**config.mk**
```make
export PLATFORM = sky130hd
export DESIGN_NAME = mmio_fabric
export DESIGN_NICKNAME = d
export VERILOG_FILES = /design/src/rtl/mmio_fabric_pkg.sv /design/src/rtl/mmio_decode.sv /design/src/rtl/mmio_fabric.sv
export SDC_FILE = /design/constraint.sdc
export NUM_CORES = 1
export LEC_CHECK = 0
export CELL_PAD_IN_SITES_DETAIL_PLACEMENT = 1
export CELL_PAD_IN_SITES_GLOBAL_PLACEMENT = 2
export CORE_ASPECT_RATIO = 1.1
export CORE_MARGIN = 5
export CORE_UTILIZATION = 35
export DETAILED_ROUTE_END_ITERATION = 12
export DONT_BUFFER_PORTS = 1
export HOLD_SLACK_MARGIN = 0.08
export PLACE_DENSITY = 0.89
export SETUP_SLACK_MARGIN = 0.4
export SYNTH_ARGS = -nofsm -noshare
export SYNTH_HDL_FRONTEND = slang
export SYNTH_HIERARCHICAL = 1
export SYNTH_SLANG_ARGS = --single-unit
```
**constraint.sdc**
```tcl
create_clock -name CLK -period 3.95 [get_ports CLK]
set_input_delay 0.79 -clock CLK [delete_from_list [all_inputs] [get_ports CLK]]
set_output_delay 0.79 -clock CLK [all_outputs]
set_load 0.02 [all_outputs]
```
**src/rtl/mmio_fabric_pkg.sv**
```systemverilog
`default_nettype none
// ============================================================================
// Module      : mmio_fabric_pkg
// Description : Shared definitions for the MMIO fabric: FSM state encoding,
//               default error read data and peripheral slot numbers.
// Revision    : 1.0 - initial release
// ============================================================================
package mmio_fabric_pkg;

    // Fabric transaction state; encoding is fixed so it can be observed on
    // debug taps with a stable meaning.
    typedef enum logic [1:0] {
        IDLE   = 2'd0,
        ACCESS = 2'd1,
        RESP   = 2'd2
    } state_t;

    // Read data returned when an access terminates with an error.
    localparam logic [15:0] c_ERR_DATA_DEFAULT = 16'hDEAD;

    // Peripheral slot numbers inherited from the legacy one-hot MEM mux.
    localparam int c_SLV_STATUS    = 0;
    localparam int c_SLV_ADDRSTACK = 1;
    localparam int c_SLV_USERSTACK = 2;
    localparam int c_SLV_UART      = 3;
    localparam int c_SLV_GPIO      = 4;
    localparam int c_SLV_GPIODIR   = 5;
    localparam int c_SLV_MEM       = 6;

endpackage : mmio_fabric_pkg
`default_nettype wire

```
**src/rtl/mmio_decode.sv**
```systemverilog
`default_nettype none
// ============================================================================
// Module      : mmio_decode
// Description : Combinational slave decode. Takes the slave-select field of
//               the master address, range-checks it against the number of
//               attached slaves and produces a one-hot select (all zero when
//               the field points at an unpopulated slot).
// Revision    : 1.0 - initial release
// ============================================================================
module mmio_decode #(
    parameter int SEL_BITS = 3,
    parameter int NSLV     = 7
) (
    input  logic [SEL_BITS-1:0] i_field,
    output logic                o_valid,
    output logic [NSLV-1:0]     o_onehot
);

    // Widen by one bit so NSLV == 2**SEL_BITS compares correctly.
    assign o_valid = ({1'b0, i_field} < (SEL_BITS+1)'(NSLV));

    generate
        for (genvar gi = 0; gi < NSLV; gi++) begin : g_onehot
            assign o_onehot[gi] = o_valid && (i_field == SEL_BITS'(gi));
        end
    endgenerate

endmodule : mmio_decode
`default_nettype wire

```
**src/rtl/mmio_fabric.sv**
```systemverilog
`default_nettype none
// ============================================================================
// Module      : mmio_fabric
// Description : Registered request/acknowledge MMIO interconnect, one master
//               to NSLV peripherals. Slaves may stretch an access with wait
//               states; unmapped addresses end in a decode error and silent
//               slaves end in a timeout, so the bus can never hang.
// Revision    : 1.0 - initial release
// ============================================================================
module mmio_fabric
    import mmio_fabric_pkg::*;
#(
    parameter int             DW       = 16,
    parameter int             AW       = 16,
    parameter int             SEL_BITS = 3,
    parameter int             NSLV     = 7,
    parameter int             TIMEOUT  = 16,
    parameter logic [DW-1:0]  ERR_DATA = DW'(c_ERR_DATA_DEFAULT)
) (
    input  logic                   CLK,
    input  logic                   RST,
    input  logic                   m_req,
    input  logic                   m_write,
    input  logic [AW-1:0]          m_addr,
    input  logic [DW-1:0]          m_wdata,
    output logic                   m_busy,
    output logic                   m_done,
    output logic                   m_err,
    output logic [DW-1:0]          m_rdata,
    output logic [NSLV-1:0]        s_sel,
    output logic                   s_write,
    output logic [AW-SEL_BITS-1:0] s_addr,
    output logic [DW-1:0]          s_wdata,
    input  logic [NSLV*DW-1:0]     s_rdata,
    input  logic [NSLV-1:0]        s_ack,
    output logic [7:0]             err_count,
    output logic [AW-1:0]          err_addr
);

    localparam int            OW         = AW - SEL_BITS;
    localparam int            CW         = $clog2(TIMEOUT) + 1;
    localparam logic [CW-1:0] c_TMO_LAST = CW'(TIMEOUT - 1);

    state_t          r_state;
    state_t          w_next;
    logic [NSLV-1:0] r_sel;
    logic            r_write;
    logic [AW-1:0]   r_addr;
    logic [DW-1:0]   r_wdata;
    logic [CW-1:0]   r_cnt;
    logic            r_done;
    logic            r_err;
    logic [DW-1:0]   r_rdata;
    logic [7:0]      r_err_count;
    logic [AW-1:0]   r_err_addr;

    logic            w_valid;
    logic [NSLV-1:0] w_onehot;
    logic            w_ack;
    logic            w_timeout;
    logic [DW-1:0]   w_slv_rdata;
    logic            w_finish;
    logic            w_fin_err;
    logic            w_fin_write;
    logic [DW-1:0]   w_fin_rdata;
    logic [AW-1:0]   w_fin_addr;

    mmio_decode #(
        .SEL_BITS (SEL_BITS),
        .NSLV     (NSLV)
    ) u_decode (
        .i_field  (m_addr[AW-1 -: SEL_BITS]),
        .o_valid  (w_valid),
        .o_onehot (w_onehot)
    );

    // Only the ack of the currently selected slave can end an access.
    assign w_ack     = |(s_ack & r_sel);
    assign w_timeout = (r_cnt == c_TMO_LAST);

    // Read-data mux driven by the registered one-hot select.
    always_comb begin
        w_slv_rdata = '0;
        for (int i = 0; i < NSLV; i++) begin
            if (r_sel[i]) begin
                w_slv_rdata = w_slv_rdata | s_rdata[i*DW +: DW];
            end
        end
    end

    // Next state plus the completion result that is loaded on entry to RESP.
    always_comb begin
        w_next      = r_state;
        w_finish    = 1'b0;
        w_fin_err   = 1'b0;
        w_fin_write = r_write;
        w_fin_addr  = r_addr;
        w_fin_rdata = '0;
        unique case (r_state)
            IDLE: begin
                w_fin_write = m_write;
                w_fin_addr  = m_addr;
                if (m_req) begin
                    if (w_valid) begin
                        w_next = ACCESS;
                    end else begin
                        w_next    = RESP;
                        w_finish  = 1'b1;
                        w_fin_err = 1'b1;
                    end
                end
            end
            ACCESS: begin
                // An ack on the timeout cycle still counts as success.
                if (w_ack || w_timeout) begin
                    w_next    = RESP;
                    w_finish  = 1'b1;
                    w_fin_err = !w_ack;
                end
            end
            RESP: begin
                w_next = IDLE;
            end
            default: begin
                w_next = IDLE;
            end
        endcase
        if (!w_fin_write) begin
            w_fin_rdata = w_fin_err ? ERR_DATA : w_slv_rdata;
        end
    end

    // State register.
    always_ff @(posedge CLK or posedge RST) begin
        if (RST) begin
            r_state <= IDLE;
        end else begin
            r_state <= w_next;
        end
    end

    // Request capture, slave-side registers, wait counter and master response.
    always_ff @(posedge CLK or posedge RST) begin
        if (RST) begin
            r_sel       <= '0;
            r_write     <= 1'b0;
            r_addr      <= '0;
            r_wdata     <= '0;
            r_cnt       <= '0;
            r_done      <= 1'b0;
            r_err       <= 1'b0;
            r_rdata     <= '0;
            r_err_count <= '0;
            r_err_addr  <= '0;
        end else begin
            r_done <= 1'b0;
            if (r_state == IDLE && m_req) begin
                r_write <= m_write;
                r_addr  <= m_addr;
                r_wdata <= m_wdata;
                r_cnt   <= '0;
                r_sel   <= w_onehot;
            end else if (r_state == ACCESS) begin
                r_cnt <= r_cnt + CW'(1);
            end
            if (w_finish) begin
                r_sel   <= '0;
                r_done  <= 1'b1;
                r_err   <= w_fin_err;
                r_rdata <= w_fin_rdata;
                if (w_fin_err) begin
                    r_err_addr <= w_fin_addr;
                    if (r_err_count != 8'hFF) begin
                        r_err_count <= r_err_count + 8'd1;
                    end
                end
            end
        end
    end

    assign m_busy    = (r_state != IDLE);
    assign m_done    = r_done;
    assign m_err     = r_err;
    assign m_rdata   = r_rdata;
    assign s_sel     = r_sel;
    assign s_write   = r_write;
    assign s_addr    = r_addr[OW-1:0];
    assign s_wdata   = r_wdata;
    assign err_count = r_err_count;
    assign err_addr  = r_err_addr;

endmodule : mmio_fabric
`default_nettype wire

```
== After elaboration in Yosys (flattened, before gate mapping) ==
Cells that the tools add are included.

* Reductions and logical operators: 19
* Muxes and demuxes: 26
* Bitwise operators: 7
* Eq/ne operators: 11
* Order comparisons: 1
* $add $sub $neg: 2

{| class="wikitable"
|+ Operator list
! operator !! number
|-
| two-way mux 16 bit || 10
|-
| OR 16 bit || 6
|-
| two-way mux 7 bit || 2
|-
| two-way mux 5 bit || 2
|-
| == test 3 bit (second input constant) || 3
|-
| adder 8 x 1 -> 8 bit (second input constant) || 1
|-
| logical AND 1 bit || 8
|-
| != test 8 bit (second input constant) || 1
|-
| AND 7 bit || 1
|-
| OR reduction 7 bit || 1
|-
| == test 3 x 2 -> 1 bit (second input constant) || 2
|-
| two-way mux 1 bit || 6
|-
| two-way mux 2 bit || 3
|-
| nonzero test 2 bit || 3
|-
| adder 5 x 1 -> 5 bit (second input constant) || 1
|-
| == test 5 x 4 -> 1 bit (second input constant) || 1
|-
| != test 2 bit (second input constant) || 2
|-
| case mux 1 bit (2 select lines) || 2
|-
| case mux 2 bit (2 select lines) || 1
|-
| AND reduction 2 bit || 2
|-
| == test 3 x 1 -> 1 bit (second input constant) || 1
|-
| logical NOT 3 bit || 1
|-
| less-than comparator 3 bit (second input constant) || 1
|-
| AND reduction 3 bit || 1
|-
| other kinds (4) || 4
|}

* Input bits: 155
* Output and inout port bits: 80
* Logic and storage cells: 77
* Flip-flop bits (word level): 89

== Logic depth before layout (Yosys ltp) ==
Gate-level depths: netlist (run 1).

* Word-level depth: 15
* Gate-level depth with buffers: 9
* Gate-level depth less buffers: 8

== Hierarchy ==
Netlist (run 1), hierarchy kept.

{| class="wikitable"
|+ Modules (own cells, without submodules)
! module !! area each (µm²) !! instances !! seq. area each (µm²) !! cells each
|-
| mmio_fabric || 4454.3 || 1 || 2227.1 || 476
|-
| mmio_decode || 62.6 || 1 || 0.0 || 8
|}

== Least setup slack after synthesis (run 1) ==
OpenSTA, ideal clock, no wires.

* Kind: reg-to-output
* Start: register r_state[0]
* End: output m_busy
* Setup slack: 1.632 ns
* Cell stages (with the launch flop): 5
* Required time: 3.160 ns
* Data arrival time: 1.528 ns
* Path buffers: 2
* Cells stage by stage: dfrtp_1 -> clkbuf_1 -> nor2_1 -> buf_2 -> inv_1

* Longest elaborated chain between the ends: 1

{| class="wikitable"
|+ Ends and longest elaborated chain
! what !! line !! source
|-
| from (decl) || mmio_fabric.sv:44 || <nowiki>state_t r_state;</nowiki>
|-
| from (signal assigned) || mmio_fabric.sv:138 || <nowiki>r_state <= w_next;</nowiki>
|-
| nonzero test 2 bit || mmio_fabric.sv:181 || <nowiki>assign m_busy = (r_state != IDLE);</nowiki>
|-
| to (decl) || mmio_fabric.sv:26 || <nowiki>output logic m_busy,</nowiki>
|}

No other way between the ends.

== Worst setup path after layout (run 1) ==
* Start: input s_ack[4]
* End: register r_rdata[7], in the netlist m_rdata[7]

* Longest elaborated chain between the ends: 7
* Elaborated cells between the ends (all ways): 10
* Those cells by class: mux: 6; bitwise: 1; reduce/logical: 3

{| class="wikitable"
|+ Ends and longest elaborated chain
! what !! line !! source
|-
| from (decl) || mmio_fabric.sv:35 || <nowiki>input logic [NSLV-1:0] s_ack,</nowiki>
|-
| AND 7 bit (*) || mmio_fabric.sv:78 || <nowiki>assign w_ack = |(s_ack & r_sel);</nowiki>
|-
| OR reduction 7 bit (*) || mmio_fabric.sv:78 ||
|-
| logical NOT 1 bit or logical OR 1 bit (tied branches) || mmio_fabric.sv:118, mmio_fabric.sv:115 ||
|-
| two-way mux 1 bit || mmio_fabric.sv:115 || <nowiki>if (w_ack || w_timeout) begin</nowiki>
|-
| case mux 1 bit (2 select lines) || mmio_fabric.sv:99 || <nowiki>unique case (r_state)</nowiki>
|-
| two-way mux 16 bit || mmio_fabric.sv:129 || <nowiki>w_fin_rdata = w_fin_err ? ERR_DATA : w_slv_rdata;</nowiki>
|-
| two-way mux 16 bit || mmio_fabric.sv:128 || <nowiki>if (!w_fin_write) begin</nowiki>
|-
| to (signal assigned) || mmio_fabric.sv:170 || <nowiki>r_rdata <= w_fin_rdata;</nowiki>
|-
| to (decl) || mmio_fabric.sv:53 || <nowiki>logic [DW-1:0] r_rdata;</nowiki>
|}

Mark *: on every way between the ends. The rest lies on a longest branch, timed or not.
A chain may end at the register's enable or synchronous reset.

==> flow_summary_export.csv, run 1 <==
group,metric,value,unit
cells_and_area,layoutNonFillerInstCount,622,
synthesis,avgSynthCellArea,9.33,um2
sta,finalHoldViolCount,0,
placed_design,place.gp.congestion,0.852,
sta,timing.final.crit_share,63.6,%
flow_run,cap_violations,0,
worst_setup_path,critPathKind,"in -> reg",
synthesis,synth_area_leader_cell,"dfrtp_1",
sta,setup_violations,0,
die,die_w,118,um
die,ios,235,
synthesis,yosysWarningCount,6,
power,clockPowerShare,19.5,%
sta,fin_tns_setup,0,ns
die,start_util,35.7,%
die,dieHeight,129,um
die,die-area,0.0153,mm2
cells_and_area,layout_commonest_cell,"nand2_1",
die,core,0.0126,mm2
power,power_density,893,mW/mm2
cells_and_area,drive_above_1_share,9.05,%
global_route,grt_pass1_vias,4160,
synthesis,syn_inst,484,
worst_setup_path,end_kind,"register",
route,remaining_drc_errors,0,
synthesis,synth.yosys.seq_area_share,49.3,%
power,share_seq_of_total_power,46.2,%
global_route,grt_max_degree,57,
sta,worstMarginPinSlew,0.978,ns
power,p_leak,2.26,nW
route,drt_iter0_drc,288,
power,peakVddDrop,360,uV
synthesis,synth_area_leaders,"dfrtp_1 (49%), nand2_1 (9.9%), a22oi_1 (5.8%)",
worst_setup_path,required,4.14,ns
sta,fmax,0.398,GHz
synthesis,syn_area,0.00452,mm2
clocking,cts_resized,0,
synthesis,synth_edf_count,0,
synthesis,synthFlopType,"dfrtp_1",
cells_and_area,layout.nets,618,
power,internal_power,2.33,mW
worst_setup_path,start_kind,"input port",
clocking,postCtsSetupBuffers,0,
power,switching_share,46.5,%
power,finalPower,4.36,mW
clocking,clockRootBuffer,"clkbuf_16",
clocking,cts_tree,"built",
clocking,insertion_delay,0.34,ns
clocking,postCtsHoldBufs,0,
clocking,clkTransAtPathRegs,0.06,ns
global_route,track_usage,20.9,%
synthesis,synth_nets,642,
sta,post-route-min-period,2.51,ns
cells_and_area,final_cell_mix,"nand2_1 (119), dfrtp_1 (89), nand3_1 (41)",
placed_design,place_ws,1.02,ns
worst_hold_path,min_path_type,"reg -> reg",
sta,worst_slack,1.44,ns
cells_and_area,synthToLayoutAreaGrowth,8.14,%
power,switching_power,2.03,mW
global_route,grt_antenna_before_repair,3,
power,p_comb_share,34.3,%
placed_design,portBuffers,0,
worst_setup_path,path_max_fanout,11,
clocking,clock-sinks,89,
placed_design,dp_hpwl,12.4,mm
global_route,grt-ovfl-total,0,
synthesis,synthDistinctLibCells,38,
sta,maxSlewHeadroom,34.7,%
sta,hold_ws,0.479,ns
clocking,cts_buffer_depth,2,
synthesis,synth-seq-cells,89,
global_route,grt_pass1_wl,24.5,mm
route,dr_total_vias,3763,
sta,rsz0062_at_grt,"no",
route,drt.antenna.violating_nets,0,
die,num_rows,43,
clocking,cts_buffers,9,
synthesis,yosys.area.top_type_share,49.3,%
route,drt-vias-per-instance,6.05,
placed_design,place_inst,606,
cells_and_area,fillerInstances,1432,
sta,clock-skew-final,0.00654,ns
synthesis,async_flop_share,100,%
sta,slew_violations,0,
route,wl_per_cell,25.9,um
run_status,run_status,"complete, no violations",
route,routed_wl,16.1,mm
worst_setup_path,worst_ep_arrival_time,2.70,ns
clocking,htreeDepth,3,
route,drt_pass1_iterations,5,
-- cell type report --
class | count | area, um2 | share of cell area (%)
Sequential cell | 89 | 2230 | 45.6
Inverter | 9 | 35.0 | 0.717
Tap cell | 157 | 196 | 4.02
Multi-Input combinational cell | 336 | 2020 | 41.3
Antenna cell | 1 | 2.50 | 0.0512
Timing Repair Buffer | 15 | 113 | 2.31
Clock inverter | 5 | 56.3 | 1.15
Clock buffer | 10 | 239 | 4.89
-- cells by family (layout without fill, tap and decap cells) --
group                      count (synthesis)  after routing  synth area share, %
and+or+nand+nor                          198            198                 19.9
buffers and inverters                     59             39                 6.26
xor gates and xnor gates                   8              8                 1.55
muxes                                     18             18                 4.04
other                                      0              1                    0
adders and majority gates                  3              3                0.831
DFF                                       89             89                 49.3
AOI/OAI and AO/OA                        109            109                 18.1
-- state kept, by name, summed over array words and instances (netlist names) --
signal	flops
err_addr	16
m_rdata	16
m_err	1
s_sel	7
err_count	8
m_done	1
r_state	2
r_addr	16
s_write	1
r_cnt	5
s_wdata	16
-- worst max-delay path, stage by stage --
cell       delay (ns)
a222oi_1         0.60
a41oi_1          0.41
o21ai_1          0.72
o2bb2ai_1        0.18
-- layer usage --
layer  up-vias  global-route usage (%)  routed length (um)
met5         -                       0                  31
met4         4                    8.03                 424
met3        30                    8.90                1750
met2       214                    36.0                7960
met1      1840                    23.0                5960
li1       1675                       -                   -
-- power groups by stage --
stage | Clock (mW) | Combinational [mW] | Sequential (mW)
after global placement | 0 | 1.44 | 2.03
after CTS | 0.880 | 1.53 | 2.03
after global routing | 0.919 | 1.67 | 2.08
after floorplan | 0 | 1.28 | 1.83
after detailed placement | 0 | 1.52 | 2.03
final | 0.848 | 1.50 | 2.01
-- stage by stage --
stage               cell area (um2)  util [%]
floorplan                      4520         -
global placement               4590      36.3
detailed placement             4590      36.3
CTS                            4880      38.6
global route                   4880      38.6
finish                         4880      38.6
-- synth_stat cells (all sizes together) (2+ instances only) --
library cell	count
a211oi	4
a21oi	8
a222oi	17
a22oi	35
and3	2
and3b	4
and4	3
buf	25
clkbuf	25
dfrtp	89
ha	3
inv	9
mux2	2
mux2i	16
nand2	119
nand2b	2
nand3	41
nand4	2
nor2	6
nor3	12
nor3b	4
o21ai	26
o2bb2ai	16
xor2	8
-- worst paths after layout --
check / from / to / slack, ns / depth (start not counted)
setup / recovery: s_ack[4] / m_rdata[7] / 1.44 / 4
hold / removal: r_addr[13] / r_addr[13] / 0.48 / 2
setup reg to reg: s_sel[4] / m_rdata[7] / 1.51 / 4
hold reg to reg: r_addr[13] / r_addr[13] / 0.48 / 2
max in group asynchronous: RST / r_addr[2] / 2.64 / 2
min in group asynchronous: RST / s_wdata[5] / 0.53 / 1
Power figures use the tool's default switching activity.
==> run 2: changes to the inputs <==
==> constraint.sdc (replaced) <==
create_clock -name CLK -period 2.34 [get_ports CLK]
set_input_delay 0.468 -clock CLK [delete_from_list [all_inputs] [get_ports CLK]]
set_output_delay 0.468 -clock CLK [all_outputs]
set_load 0.02 [all_outputs]
==> run 2 against run 1 <==
  * Total power rose by 77%
  * Combinational power grew 95%
  * Final cell count is 3.5% higher
  * Sequential cell count unchanged
  * First-iteration DRC count is 19% lower
  * Hold slack got worse by 0.26 ns
  * Design area rose by 10%
  * Global-route usage up 1.0 points
  * Critical endpoint is now err_count[1]
  * Largest cell class is now multi-input gates
==> flow_summary_export.csv, run 2 (synthesized netlist as in run 1, its figures left out) <==
group,metric,value,unit
placed_design,place_inst,613,
worst_setup_path,worst_ep_arrival_time,2.40,ns
die,die_w,118,um
die,dieHeight,129,um
sta,clock-skew-final,0.00898,ns
cells_and_area,final_cell_mix,"nand2_1 (119), dfrtp_1 (87), a22oi_1 (35)",
clocking,insertion_delay,0.35,ns
worst_setup_path,end_kind,"register",
cells_and_area,diodes,0,
sta,setup_violations,0,
worst_setup_path,cp_cell_sequence,"ha_2 > and3_4 > ha_4 > and3b_1 > nand4_1 > buf_12 > a21oi_4 > mux2_4",
global_route,grt_antenna_before_repair,1,
worst_setup_path,slowest_stage,"dfrtp_1",
worst_setup_path,critPathKind,"reg -> reg",
worst_setup_path,r2r_setup_slack,0.17,ns
sta,post-route-min-period,2.17,ns
worst_hold_path,hp-start,"m_addr[0]",
power,p_leak,2.44,nW
route,drt_pass1_iterations,4,
route,drt.antenna.violating_nets,0,
sta,fmax,0.461,GHz
clocking,clkTransAtPathRegs,0.07,ns
die,num_rows,43,
sta,maxSlewHeadroom,58.0,%
worst_setup_path,path_max_fanout,8,
worst_setup_path,endpoint,"err_count[1]",
worst_setup_path,rr_worst_depth,8,
placed_design,portBuffers,0,
route,drt_iter0_drc,233,
cells_and_area,synthToLayoutAreaGrowth,18.9,%
global_route,grt_max_degree,50,
clocking,clock-sinks,89,
sta,hold_ws,0.221,ns
power,peakVddDrop,653,uV
global_route,grt_pass1_wl,25.7,mm
worst_setup_path,start_kind,"register",
placed_design,place.gp.congestion,0.872,
clocking,htreeDepth,3,
run_status,run_status,"complete, no violations",
global_route,track_usage,21.9,%
sta,timing.final.crit_share,92.7,%
die,die-area,0.0153,mm2
worst_setup_path,cpPeakStageDelay,0.40,ns
power,power_density,1440,mW/mm2
die,ios,235,
sta,slew_violations,0,
sta,rsz0062_at_grt,"yes",
global_route,grt-ovfl-total,0,
worst_setup_path,worstReg2RegEnd,"err_count[1]",
route,routed_wl,17.2,mm
sta,finalHoldViolCount,0,
clocking,cts_tree,"built",
route,dr_total_vias,3927,
global_route,grt_pass1_vias,4382,
route,remaining_drc_errors,0,
route,drt-vias-per-instance,6.10,
placed_design,dp_hpwl,12.7,mm
sta,worstMarginPinSlew,0.630,ns
die,core,0.0126,mm2
worst_setup_path,crit_path_start,"r_cnt[1]",
worst_setup_path,required,2.57,ns
clocking,clockRootBuffer,"clkbuf_16",
worst_setup_path,r2r-start,"r_cnt[1]",
cells_and_area,layout_commonest_cell,"nand2_1",
worst_hold_path,min_path_type,"in -> reg",
route,wl_per_cell,26.7,um
cells_and_area,layoutNonFillerInstCount,644,
cells_and_area,drive_above_1_share,21.8,%
cells_and_area,layout.nets,640,
flow_run,cap_violations,0,
clocking,cts_buffer_depth,2,
die,start_util,35.7,%
clocking,cts_buffers,9,
## run 2: repair_timing
action	in CTS	in global routing
hold buffers	1	0
hold endpoints to repair	22	0
resized for setup	44	14
endpoints found under the setup margin	50	45
buffers inserted	9	2
cloned	3	0
pin swaps	7	7
## run 2: layout make-up
| cell class | instances | area (um2) |
|---|---|---|
| fillers | 1412 | 7270 |
| multi-input cells | 336 | 2260 |
| flip-flops and latches | 89 | 2230 |
| repair buffers | 37 | 369 |
| clock buffers | 9 | 225 |
| well taps | 157 | 196 |
| clock inverters | 7 | 53.8 |
| inverters | 9 | 37.5 |
## run 2: metrics by stage
step                cell area (um2)  util, %  worst slack (ns)  setup TNS [ns]  power, mW
global route                   5370     42.5            0.0999               0       8.24
detailed placement             4670     36.9           -0.0728          -0.292       6.14
global placement               4670     36.9            0.0990               0       5.97
finish                         5370     42.5             0.171               0       7.72
CTS                            5300     41.9             0.235               0       7.75
floorplan                      4550        -             0.360               0       5.28
## run 2: metal layers
metal  share of wire [%]  vias to the layer above  wire, um  track usage, %
met2                  51                      202      8830            38.8
met3                  11                       24      1830            9.47
met4                 3.2                        2       556            9.38
li1                    -                     1726         -               -
met5               0.076                        -        13               0
met1                  35                     1973      5950            22.7
## run 2: how the worst min path moves through the flow
stage / end / cells past startpoint
after CTS: r_addr[0] / 2
after floorplan: r_addr[13] / 2
after global placement: err_count[1] / 1
after global routing: r_addr[10] / 2
after detailed placement: err_count[0] / 1
final: r_addr[0] / 2
## run 2: worst max-delay path, delay by kind of cell (launching register included)
| family | cells | cell delay [ns] |
|---|---|---|
| and+or+nand+nor | 3 | 0.58 |
| DFF | 1 | 0.40 |
| AOI/OAI and AO/OA | 1 | 0.16 |
| muxes | 1 | 0.31 |
| buffers and inverters | 1 | 0.24 |
| adders and majority gates | 2 | 0.36 |
## run 2: report_power, final
group          total (mW)  internal [mW]  switching [mW]
registers            3.42           2.17            1.26
logic                2.92           1.13            1.79
clock network        1.37          0.729           0.642
total                7.72           4.02            3.69
